**config.mk**
```make
export PLATFORM = sky130hd
export DESIGN_NAME = video_timing_gen
export DESIGN_NICKNAME = d
export VERILOG_FILES = /design/src/rtl/video_pkg.sv /design/src/rtl/video_fifo.sv /design/src/rtl/video_timing_gen.sv
export SDC_FILE = /design/constraint.sdc
export NUM_CORES = 1
export LEC_CHECK = 0
export ABC_CLOCK_PERIOD_IN_PS = 2600
export BUFFER_PORTS_ARGS = -buffer_cell sky130_fd_sc_hd__buf_4
export CAP_MARGIN = 20
export CORE_UTILIZATION = 26
export CTS_CLUSTER_SIZE = 25
export DETAILED_ROUTE_END_ITERATION = 6
export PLACE_DENSITY = 0.45
export SLEW_MARGIN = 0
export SYNTH_ARGS = -nofsm -noshare
export SYNTH_HDL_FRONTEND = slang
export SYNTH_SLANG_ARGS = --single-unit
```
**constraint.sdc**
```tcl
create_clock -name Clock -period 2.6 [get_ports Clock]
set_input_delay 0 -clock Clock [delete_from_list [all_inputs] [get_ports Clock]]
set_output_delay 0 -clock Clock [all_outputs]
set_load 0.01 [all_outputs]
```
**src/rtl/video_pkg.sv**
```systemverilog
// rtl/video_pkg.sv - shared pixel type, XGA timing defaults, FSM states and a window-decode helper
package video_pkg;

  typedef struct packed {
    logic [7:0] r;
    logic [7:0] g;
    logic [7:0] b;
  } pixel_t;

  typedef enum logic [1:0] {
    IDLE = 2'd0,
    WAIT = 2'd1,
    RUN  = 2'd2
  } vtg_state_t;

  localparam int XGA_H_ACTIVE = 1024;
  localparam int XGA_H_FP     = 24;
  localparam int XGA_H_SYNC   = 136;
  localparam int XGA_H_BP     = 160;
  localparam int XGA_V_ACTIVE = 768;
  localparam int XGA_V_FP     = 3;
  localparam int XGA_V_SYNC   = 6;
  localparam int XGA_V_BP     = 29;

  // Half-open interval test [lo, hi) used for active and sync windows
  function automatic logic in_window(input logic [31:0] val, input logic [31:0] lo,
                                     input logic [31:0] hi);
    return (val >= lo) && (val < hi);
  endfunction

endpackage

```
**src/rtl/video_fifo.sv**
```systemverilog
// rtl/video_fifo.sv - synchronous first-word-fall-through FIFO with registered full/empty and level
module video_fifo #(
  parameter int  WIDTH = 24,
  parameter int  DEPTH = 16,
  localparam int AW    = $clog2(DEPTH),
  localparam int LW    = AW + 1
) (
  input  logic             clk,
  input  logic             rst_n,
  input  logic             push,
  input  logic [WIDTH-1:0] wdata,
  input  logic             pop,
  output logic [WIDTH-1:0] head,
  output logic             full,
  output logic             empty,
  output logic [LW-1:0]    level
);

  logic [WIDTH-1:0] mem_q [DEPTH];
  logic [AW-1:0]    wr_ptr_q, wr_ptr_d;
  logic [AW-1:0]    rd_ptr_q, rd_ptr_d;
  logic [LW-1:0]    level_q, level_d;
  logic             full_q, full_d;
  logic             empty_q, empty_d;
  logic             do_push, do_pop;

  assign do_push = push && !full_q;
  assign do_pop  = pop && !empty_q;

  // Pointer and occupancy update; full/empty are decoded from the next level so they come out of flops
  always_comb begin
    wr_ptr_d = wr_ptr_q;
    rd_ptr_d = rd_ptr_q;
    level_d  = level_q;
    if (do_push) wr_ptr_d = wr_ptr_q + 1'b1;
    if (do_pop)  rd_ptr_d = rd_ptr_q + 1'b1;
    if (do_push && !do_pop)      level_d = level_q + 1'b1;
    else if (!do_push && do_pop) level_d = level_q - 1'b1;
    full_d  = (level_d == LW'(DEPTH));
    empty_d = (level_d == '0);
  end

  // Control state, cleared asynchronously
  always_ff @(posedge clk or negedge rst_n) begin
    if (!rst_n) begin
      wr_ptr_q <= '0;
      rd_ptr_q <= '0;
      level_q  <= '0;
      full_q   <= 1'b0;
      empty_q  <= 1'b1;
    end else begin
      wr_ptr_q <= wr_ptr_d;
      rd_ptr_q <= rd_ptr_d;
      level_q  <= level_d;
      full_q   <= full_d;
      empty_q  <= empty_d;
    end
  end

  // Storage array; contents are don't-care until written so it carries no reset
  always_ff @(posedge clk) begin
    if (do_push) mem_q[wr_ptr_q] <= wdata;
  end

  assign head  = mem_q[rd_ptr_q];
  assign full  = full_q;
  assign empty = empty_q;
  assign level = level_q;

endmodule

```
**src/rtl/video_timing_gen.sv**
```systemverilog
// rtl/video_timing_gen.sv - FIFO-buffered raster generator (DE/HSync/VSync/RGB); VTG_UNDERFLOW_CNT_EN adds UnderflowCount
module video_timing_gen
  import video_pkg::*;
#(
  parameter int   H_ACTIVE   = XGA_H_ACTIVE,
  parameter int   H_FP       = XGA_H_FP,
  parameter int   H_SYNC     = XGA_H_SYNC,
  parameter int   H_BP       = XGA_H_BP,
  parameter int   V_ACTIVE   = XGA_V_ACTIVE,
  parameter int   V_FP       = XGA_V_FP,
  parameter int   V_SYNC     = XGA_V_SYNC,
  parameter int   V_BP       = XGA_V_BP,
  parameter logic HS_POL     = 1'b0,
  parameter logic VS_POL     = 1'b0,
  parameter int   FIFO_DEPTH = 16,
  parameter int   FILL_LEVEL = 8
) (
  input  logic        Clock,
  input  logic        Reset,
  input  logic [23:0] Video,
  input  logic        VideoValid,
  output logic        VideoReady,
  output logic        DviDe,
  output logic        DviHSync,
  output logic        DviVSync,
  output logic [23:0] DviRgb,
`ifdef VTG_UNDERFLOW_CNT_EN
  output logic [15:0] UnderflowCount,
`endif
  output logic        Underflow
);

  localparam int H_TOTAL  = H_ACTIVE + H_FP + H_SYNC + H_BP;
  localparam int V_TOTAL  = V_ACTIVE + V_FP + V_SYNC + V_BP;
  localparam int HS_START = H_ACTIVE + H_FP;
  localparam int VS_START = V_ACTIVE + V_FP;
  localparam int HW       = $clog2(H_TOTAL + 1);
  localparam int VW       = $clog2(V_TOTAL + 1);
  localparam int LW       = $clog2(FIFO_DEPTH) + 1;
  localparam logic [HW-1:0] H_LAST = HW'(H_TOTAL - 1);
  localparam logic [VW-1:0] V_LAST = VW'(V_TOTAL - 1);
  localparam logic [LW-1:0] FILL_L = LW'(FILL_LEVEL);

  vtg_state_t    state_q, state_d;
  logic [HW-1:0] h_cnt_q, h_cnt_d;
  logic [VW-1:0] v_cnt_q, v_cnt_d;
  logic          de_q, de_d;
  logic          hs_q, hs_d;
  logic          vs_q, vs_d;
  logic          uf_q, uf_d;
  pixel_t        rgb_q, rgb_d;

  logic          fifo_push, fifo_pop, fifo_full, fifo_empty;
  logic [LW-1:0] fifo_level;
  pixel_t        fifo_head;
  logic          running, active, starved, hs_win, vs_win;

  // Ready depends only on flops (state and registered full), never on VideoValid
  assign VideoReady = (state_q != IDLE) && !fifo_full;
  assign fifo_push  = VideoValid && VideoReady;

  video_fifo #(
    .WIDTH ($bits(pixel_t)),
    .DEPTH (FIFO_DEPTH)
  ) u_fifo (
    .clk   (Clock),
    .rst_n (Reset),
    .push  (fifo_push),
    .wdata (Video),
    .pop   (fifo_pop),
    .head  (fifo_head),
    .full  (fifo_full),
    .empty (fifo_empty),
    .level (fifo_level)
  );

  assign running = (state_q == RUN);
  assign active  = running
                && in_window(32'(h_cnt_q), 32'(0), 32'(H_ACTIVE))
                && in_window(32'(v_cnt_q), 32'(0), 32'(V_ACTIVE));
  assign hs_win  = in_window(32'(h_cnt_q), 32'(HS_START), 32'(HS_START + H_SYNC));
  assign vs_win  = in_window(32'(v_cnt_q), 32'(VS_START), 32'(VS_START + V_SYNC));
  assign fifo_pop = active && !fifo_empty;
  assign starved  = active && fifo_empty;

  // Start-up sequencing: one idle cycle, then wait for the prefill, then run until reset
  always_comb begin
    state_d = state_q;
    unique case (state_q)
      IDLE:    state_d = WAIT;
      WAIT:    if (fifo_level >= FILL_L) state_d = RUN;
      RUN:     state_d = RUN;
      default: state_d = IDLE;
    endcase
  end

  // Raster counters advance only while running; otherwise pinned at pixel (0,0)
  always_comb begin
    h_cnt_d = '0;
    v_cnt_d = '0;
    if (running) begin
      h_cnt_d = h_cnt_q + 1'b1;
      v_cnt_d = v_cnt_q;
      if (h_cnt_q == H_LAST) begin
        h_cnt_d = '0;
        v_cnt_d = (v_cnt_q == V_LAST) ? '0 : v_cnt_q + 1'b1;
      end
    end
  end

  // Output decode from the current counter value and FIFO head; registered one cycle later
  always_comb begin
    de_d  = active;
    rgb_d = fifo_pop ? fifo_head : '0;
    hs_d  = (running && hs_win) ? HS_POL : ~HS_POL;
    vs_d  = (running && vs_win) ? VS_POL : ~VS_POL;
    uf_d  = uf_q | starved;
  end

  // State, counters and output registers, all cleared asynchronously
  always_ff @(posedge Clock or negedge Reset) begin
    if (!Reset) begin
      state_q <= IDLE;
      h_cnt_q <= '0;
      v_cnt_q <= '0;
      de_q    <= 1'b0;
      hs_q    <= ~HS_POL;
      vs_q    <= ~VS_POL;
      uf_q    <= 1'b0;
      rgb_q   <= '0;
    end else begin
      state_q <= state_d;
      h_cnt_q <= h_cnt_d;
      v_cnt_q <= v_cnt_d;
      de_q    <= de_d;
      hs_q    <= hs_d;
      vs_q    <= vs_d;
      uf_q    <= uf_d;
      rgb_q   <= rgb_d;
    end
  end

  assign DviDe     = de_q;
  assign DviHSync  = hs_q;
  assign DviVSync  = vs_q;
  assign DviRgb    = rgb_q;
  assign Underflow = uf_q;

`ifdef VTG_UNDERFLOW_CNT_EN
  logic [15:0] ucnt_q, ucnt_d;

  // Saturating count of active slots that found the FIFO empty
  always_comb begin
    ucnt_d = ucnt_q;
    if (starved && (ucnt_q != 16'hFFFF)) ucnt_d = ucnt_q + 16'd1;
  end

  // Underflow counter register
  always_ff @(posedge Clock or negedge Reset) begin
    if (!Reset) ucnt_q <= '0;
    else        ucnt_q <= ucnt_d;
  end

  assign UnderflowCount = ucnt_q;
`endif

endmodule
```
## After elaboration in Yosys (flattened, before gate mapping)

Memory sizes are Yosys's and may differ from the RTL's.
Index checks and enable logic that the tools add are counted.
W data, S select, Z words.

- Flip-flop bits (word level): 66
- RAM bits: 384
- Input port bits: 27
- Output and inout bits: 29
- Word-level logic and storage cells: 72
- Memories kept: 1

- $add $sub $neg: 6
- Order comparisons: 7
- Equality and inequality tests: 7
- Mux-type cells: 14
- Bitwise operators: 1
- Reduce and logical (&&, ||, !) cells: 21

Memory list:

| name | words | bits a word | rd ports | clocked after Yosys merged registers in | wr ports | RTL line | RTL |
|---|---|---|---|---|---|---|---|
| u_fifo.mem_q | 16 | 24 | 1 | 0 | 1 | video_fifo.sv:19 | `logic [WIDTH-1:0] mem_q [DEPTH];` |

Operator list:

| operator | number |
|---|---|
| $mux W10 | 3 |
| $mux W24 | 1 |
| $lt A11 B11 Y1 const B | 2 |
| $mux W11 | 2 |
| $lt A10 B10 Y1 const B | 2 |
| $logic_and A1 B1 Y1 | 14 |
| $add A11 B1 Y11 const B | 1 |
| $eq A11 B11 Y1 const B | 1 |
| $ge A11 B11 Y1 const B | 1 |
| $add A10 B1 Y10 const B | 1 |
| $eq A10 B10 Y1 const B | 1 |
| $ge A10 B10 Y1 const B | 1 |
| $mux W5 | 2 |
| $add A4 B1 Y4 const B | 2 |
| $pmux W2 S3 | 1 |
| $add A5 B1 Y5 const B | 1 |
| $eq A5 B5 Y1 const B | 1 |
| $ge A5 B4 Y1 const B | 1 |
| $logic_not A5 Y1 | 1 |
| $sub A5 B1 Y5 const B | 1 |
| $logic_not A1 Y1 | 4 |
| $mux W1 | 4 |
| $eq A2 B1 Y1 const B | 1 |
| $eq A2 B2 Y1 const B | 1 |
| other kinds (6) | 6 |

## Logic depth before layout (Yosys ltp)

- Word-level depth: 9
- Mapped depth: 8
- Gate-level depth less buffers: 7

## Modules after synthesis

A second synthesis with hierarchy kept.

- Cell total of the unflattened synthesis: 888
- Area, all modules: 17583.1 µm²

By module, submodules not included:

| module | times used | cells each | area each (µm²) |
|---|---|---|---|
| video_fifo | 1 | 689 | 15332.2 |
| video_timing_gen | 1 | 199 | 2250.9 |

## Least setup slack after synthesis

No wires, ideal clock.

- Path type: register -> register
- Start point: reg state_q[0]
- End point: mem u_fifo.mem_q[10][0] (enable)
- Library setup time: 0.383 ns
- Arrival time: 2.026 ns
- Data required time: 2.217 ns
- Path slack: 0.191 ns
- Cell stages (with the launch flop): 6
- Buffers on the path: 0
- Cells stage by stage: dfrtp_1 -> inv_1 -> ha_1 -> or3b_4 -> nor3b_1 -> and2_1

- Word-level cells in the longest chain between the ends: 6

RTL lines:

| what | RTL line | RTL |
|---|---|---|
| from (decl) | video_timing_gen.sv:44 | `vtg_state_t state_q, state_d;` |
| from (signal assigned) | video_timing_gen.sv:132 | `state_q <= state_d;` |
| $reduce_bool A2 Y1 | video_timing_gen.sv:59 | `assign VideoReady = (state_q != IDLE) && !fifo_full;` |
| $logic_and A1 B1 Y1 | video_timing_gen.sv:59 |  |
| $logic_and A1 B1 Y1 | video_timing_gen.sv:60 | `assign fifo_push = VideoValid && VideoReady;` |
| $logic_and A1 B1 Y1 | video_fifo.sv:27 | `assign do_push = push && !full_q;` |
| $mux W1 | video_fifo.sv:62 | `if (do_push) mem_q[wr_ptr_q] <= wdata;` |
| $mux W1 (implied by the code) | video_fifo.sv:62 |  |
| to (decl) | video_fifo.sv:19 |  |

No other way between the ends.

## Worst setup path in the final report

- Start point: reg state_q[0]
- End point: mem u_fifo.mem_q[0][19] (enable)

Same word-level chain as after synthesis.

==> metrics <==
via count=~8500; CTS resizes=0; first-pass detailed-route iteration total=6; fin nets=around 1000; initial antenna violation count=0; initial DRC count=approximately 610; CP cell instances=inv_1 -> ha_1 -> or3b_4 -> nor3_1 -> and2_2 -> buf_12; Slew HR=approximately 66%; RSZ-0062 raised after global routing=no; WS Path Type=reg2reg; Synth top area share=roughly two thirds; first-pass GRT wire length=about 62000 um; Power Total=between 20 and 25 mW; Worst R2R Start=state_q[0]$_DFFE_PN0P_; Buf+Inv Stages, Crit Path=2; top area cells in the synthesized netlist=edfxtp_1 (66%), mux4_2 (12%), dfrtp_1 (9.1%); sequential area share after synthesis=between 70% and 80%; Worst-Skew Late Latency=around 0.60 ns; maximum VDD drop=between 400 and 500 uV; R2R setup slack=between 0.2 and 0.25 ns; detailed placement HPWL=~25000 um; # clock sinks=450; # diodes=0; cell accounting for the most synthesized area=edfxtp_1; num ports=56; final instance area=21310 um^2; DIE AREA=about 68000 um^2; Fmax achieved=around 0.43 GHz; Core Box Area=65980 um^2; Synth cell types=between 50 and 60; CP required=2.90 ns; total CTS buffers=48; wire length on met1=roughly 19000 um; top-count cell post-synth=edfxtp_1; area delta synth->final=22.43%; Detail Route Antenna Nets=0; Starting Density=26.37%; fillcell total=between 6000 and 7000; met2 WL=about 21000 um; Syn Inst Count=roughly 850; Die Wd=260.7 um; routed wire length=between 40000 and 50000 um; H-tree depth=2; Crit-path slowest cell=or3b_4; Syn Area/Cell=about 20 um^2; chip height=approximately 260 um; Syn Nets=about 900; violated checks=design-rule violations; CTS root buf=clkbuf_16; Yosys reg bits=450; clock skew=between 0.02 and 0.025 ns; clk buf depth=3; Worst Hold Class=in2reg; vias in the first global route=9318; Worst-Margin Slew=just over 0.5 ns; most common library cells after synthesis=edfxtp_1 (384), mux4_2 (96), dfrtp_1 (63); Final min period=2.353 ns; fin crit share=roughly nine tenths; placed instance area=just under 20000 um^2; largest net degree at the start of global routing=67; worst path arrival time=between 2 and 3 ns; Reg2Reg Depth=6; WL met3=around 1500 um; YS warnings=0; number of flops mapped to enable cells by yosys=approximately 380; Pwr Density=1035 nW/um^2; CP endpoint=u_fifo.mem_q[0][19]$_DFFE_PP_; Mapped Area=17400 um^2; drt wl/cell=roughly 22 um; Final TNS setup=0 ns; IO Port Bufs=55; Max-cap violations=0; GRT Residual Overflow=0; post-route DRC violation count=2; max incr delay on CP=0.47 ns; fin. max-slew vios=0; CTS clock-pin slew for the worst setup and hold paths=~0.060 ns; Final Hold Viols=0; GPL Wtd Cong=0.7061; status=finished with violations; vias per cell=4.480; CP startpoint kind=flop; CP Launch Point=state_q[0]$_DFFE_PN0P_; R2R Path End=u_fifo.mem_q[0][19]$_DFFE_PP_; Pleak=7.098 nW; number of stages on the worst setup path=6; share of cells above drive strength 1=approximately 31%; Async SR Flop Fraction=between 10 and 15%; CP Max Fanout=20; Setup Viol. Count Final=0; Max Used Layer=met4; CTS tree=yes; Core Util, Final=about a third; GRT Total Usage=between 10% and 20%; Worst Setup End Kind=flop; Primary FF master, synth=edfxtp_1; WHS=~0.27 ns; CP top delay family=simple AND/OR/NAND/NOR gates; row count=94
[cells in the final DEF, fill, tap and decap left out, types with 5 or more instances in the layout]
master,netlist,final
edfxtp_1,384,384
mux4_2,96,96
buf_4,2,90
dfrtp_1,63,61
clkbuf_16,0,49
a22oi_1,48,48
dlygate4sd3_1,0,27
a21oi_1,26,26
nor2_1,22,21
buf_12,0,20
and2_2,0,16
ha_1,15,15
inv_1,14,14
nand2_1,14,14
nand3_1,11,11
o21ai_0,9,9
xnor2_1,9,9
clkbuf_1,22,9
clkinv_2,0,9
xor2_1,8,8
clkinv_1,0,8
o31ai_1,7,7
nand4_1,7,7
and2_1,23,7
bufinv_16,0,5
[per-stage QoR]
| stage | setup WS, ns | instances |
|---|---|---|
| finish | 0.2474 | 1905 |
| global route | 0.1136 | 1905 |
| CTS | 0.2327 | 1903 |
| detailed placement | 0.2372 | 1788 |
| global placement | 0.3355 | 1788 |
| floorplan | 0.1915 | 854 |
[worst register-to-register path, stage by stage (launching register included)]
cell,delay (ns)
dfrtp_1,0.37
inv_1,0.07
ha_1,0.27
or3b_4,0.47
nor3_1,0.36
and2_2,0.33
buf_12,0.20
[report_power, final]
group | switching [mW] | leakage (nW) | internal (mW) | total (mW)
combinational | 3.19 | 2.00 | 2.84 | 6.03
sequential | 0.475 | 4.32 | 8.62 | 9.09
clock | 2.90 | 0.775 | 4.03 | 6.93
[how the worst min path moves through the flow]
| stage | startpoint | end | slack (ns) | depth (start not counted) |
|---|---|---|---|---|
| after floorplan | Reset | DviDe$_DFF_PN0_ | -0.30 | 0 |
| after global placement | Reset | h_cnt_q[3]$_DFF_PN0_ | 0.28 | 1 |
| after detailed placement | Reset | h_cnt_q[4]$_DFF_PN0_ | 0.29 | 1 |
| after CTS | Reset | h_cnt_q[4]$_DFF_PN0_ | 0.19 | 2 |
| after global routing | Video[7] | u_fifo.mem_q[15][7]$_DFFE_PP_ | 0.27 | 2 |
| final | Video[7] | u_fifo.mem_q[15][7]$_DFFE_PP_ | 0.27 | 2 |
[cell families (layout without fill, tap and decap cells)]
kind of cell    Yosys count  after routing  synth area share, %
compound gates          106            106                4.106
xor+xnor                 19             19                1.107
fa+ha+maj                15             15                1.079
buf+inv                  54            241                1.395
flops                   450            450                75.78
mux                     101            101                12.76
simple gates            109            109                3.775
[timing repair]
item	in CTS	in global routing
buffers inserted	0	0
hold endpoints to repair	448	21
hold buffers	26	1
[sequential cells by signal, indices dropped and copies added (netlist names)]
name / cells
u_fifo.full: 1
u_fifo.wr_ptr_q: 4
DviDe: 1
u_fifo.level: 5
v_cnt_q: 10
state_q: 2
u_fifo.empty: 1
DviHSync: 1
u_fifo.mem_q: 384
u_fifo.rd_ptr_q: 4
DviRgb: 24
Underflow: 1
DviVSync: 1
h_cnt_q: 11
[final cells by class]
class / instances / area (um^2) / share of cell area [%]
repair buffers: 138 / 1374 / 6.448
clock buffers: 60 / 1287 / 6.043
flip-flops and latches: 450 / 13190 / 61.93
multi-input cells: 350 / 4005 / 18.80
well taps: 864 / 1081 / 5.074
clock inverters: 29 / 311.5 / 1.462
inverters: 14 / 52.55 / 0.2467
[layer usage]
metal	track usage, %	up-vias
met5	0	-
met4	3.720	0
met3	2.020	56
met2	21.40	141
li1	-	3792
met1	16.66	4546
No activity file was read; power rests on OpenSTA's default activity.
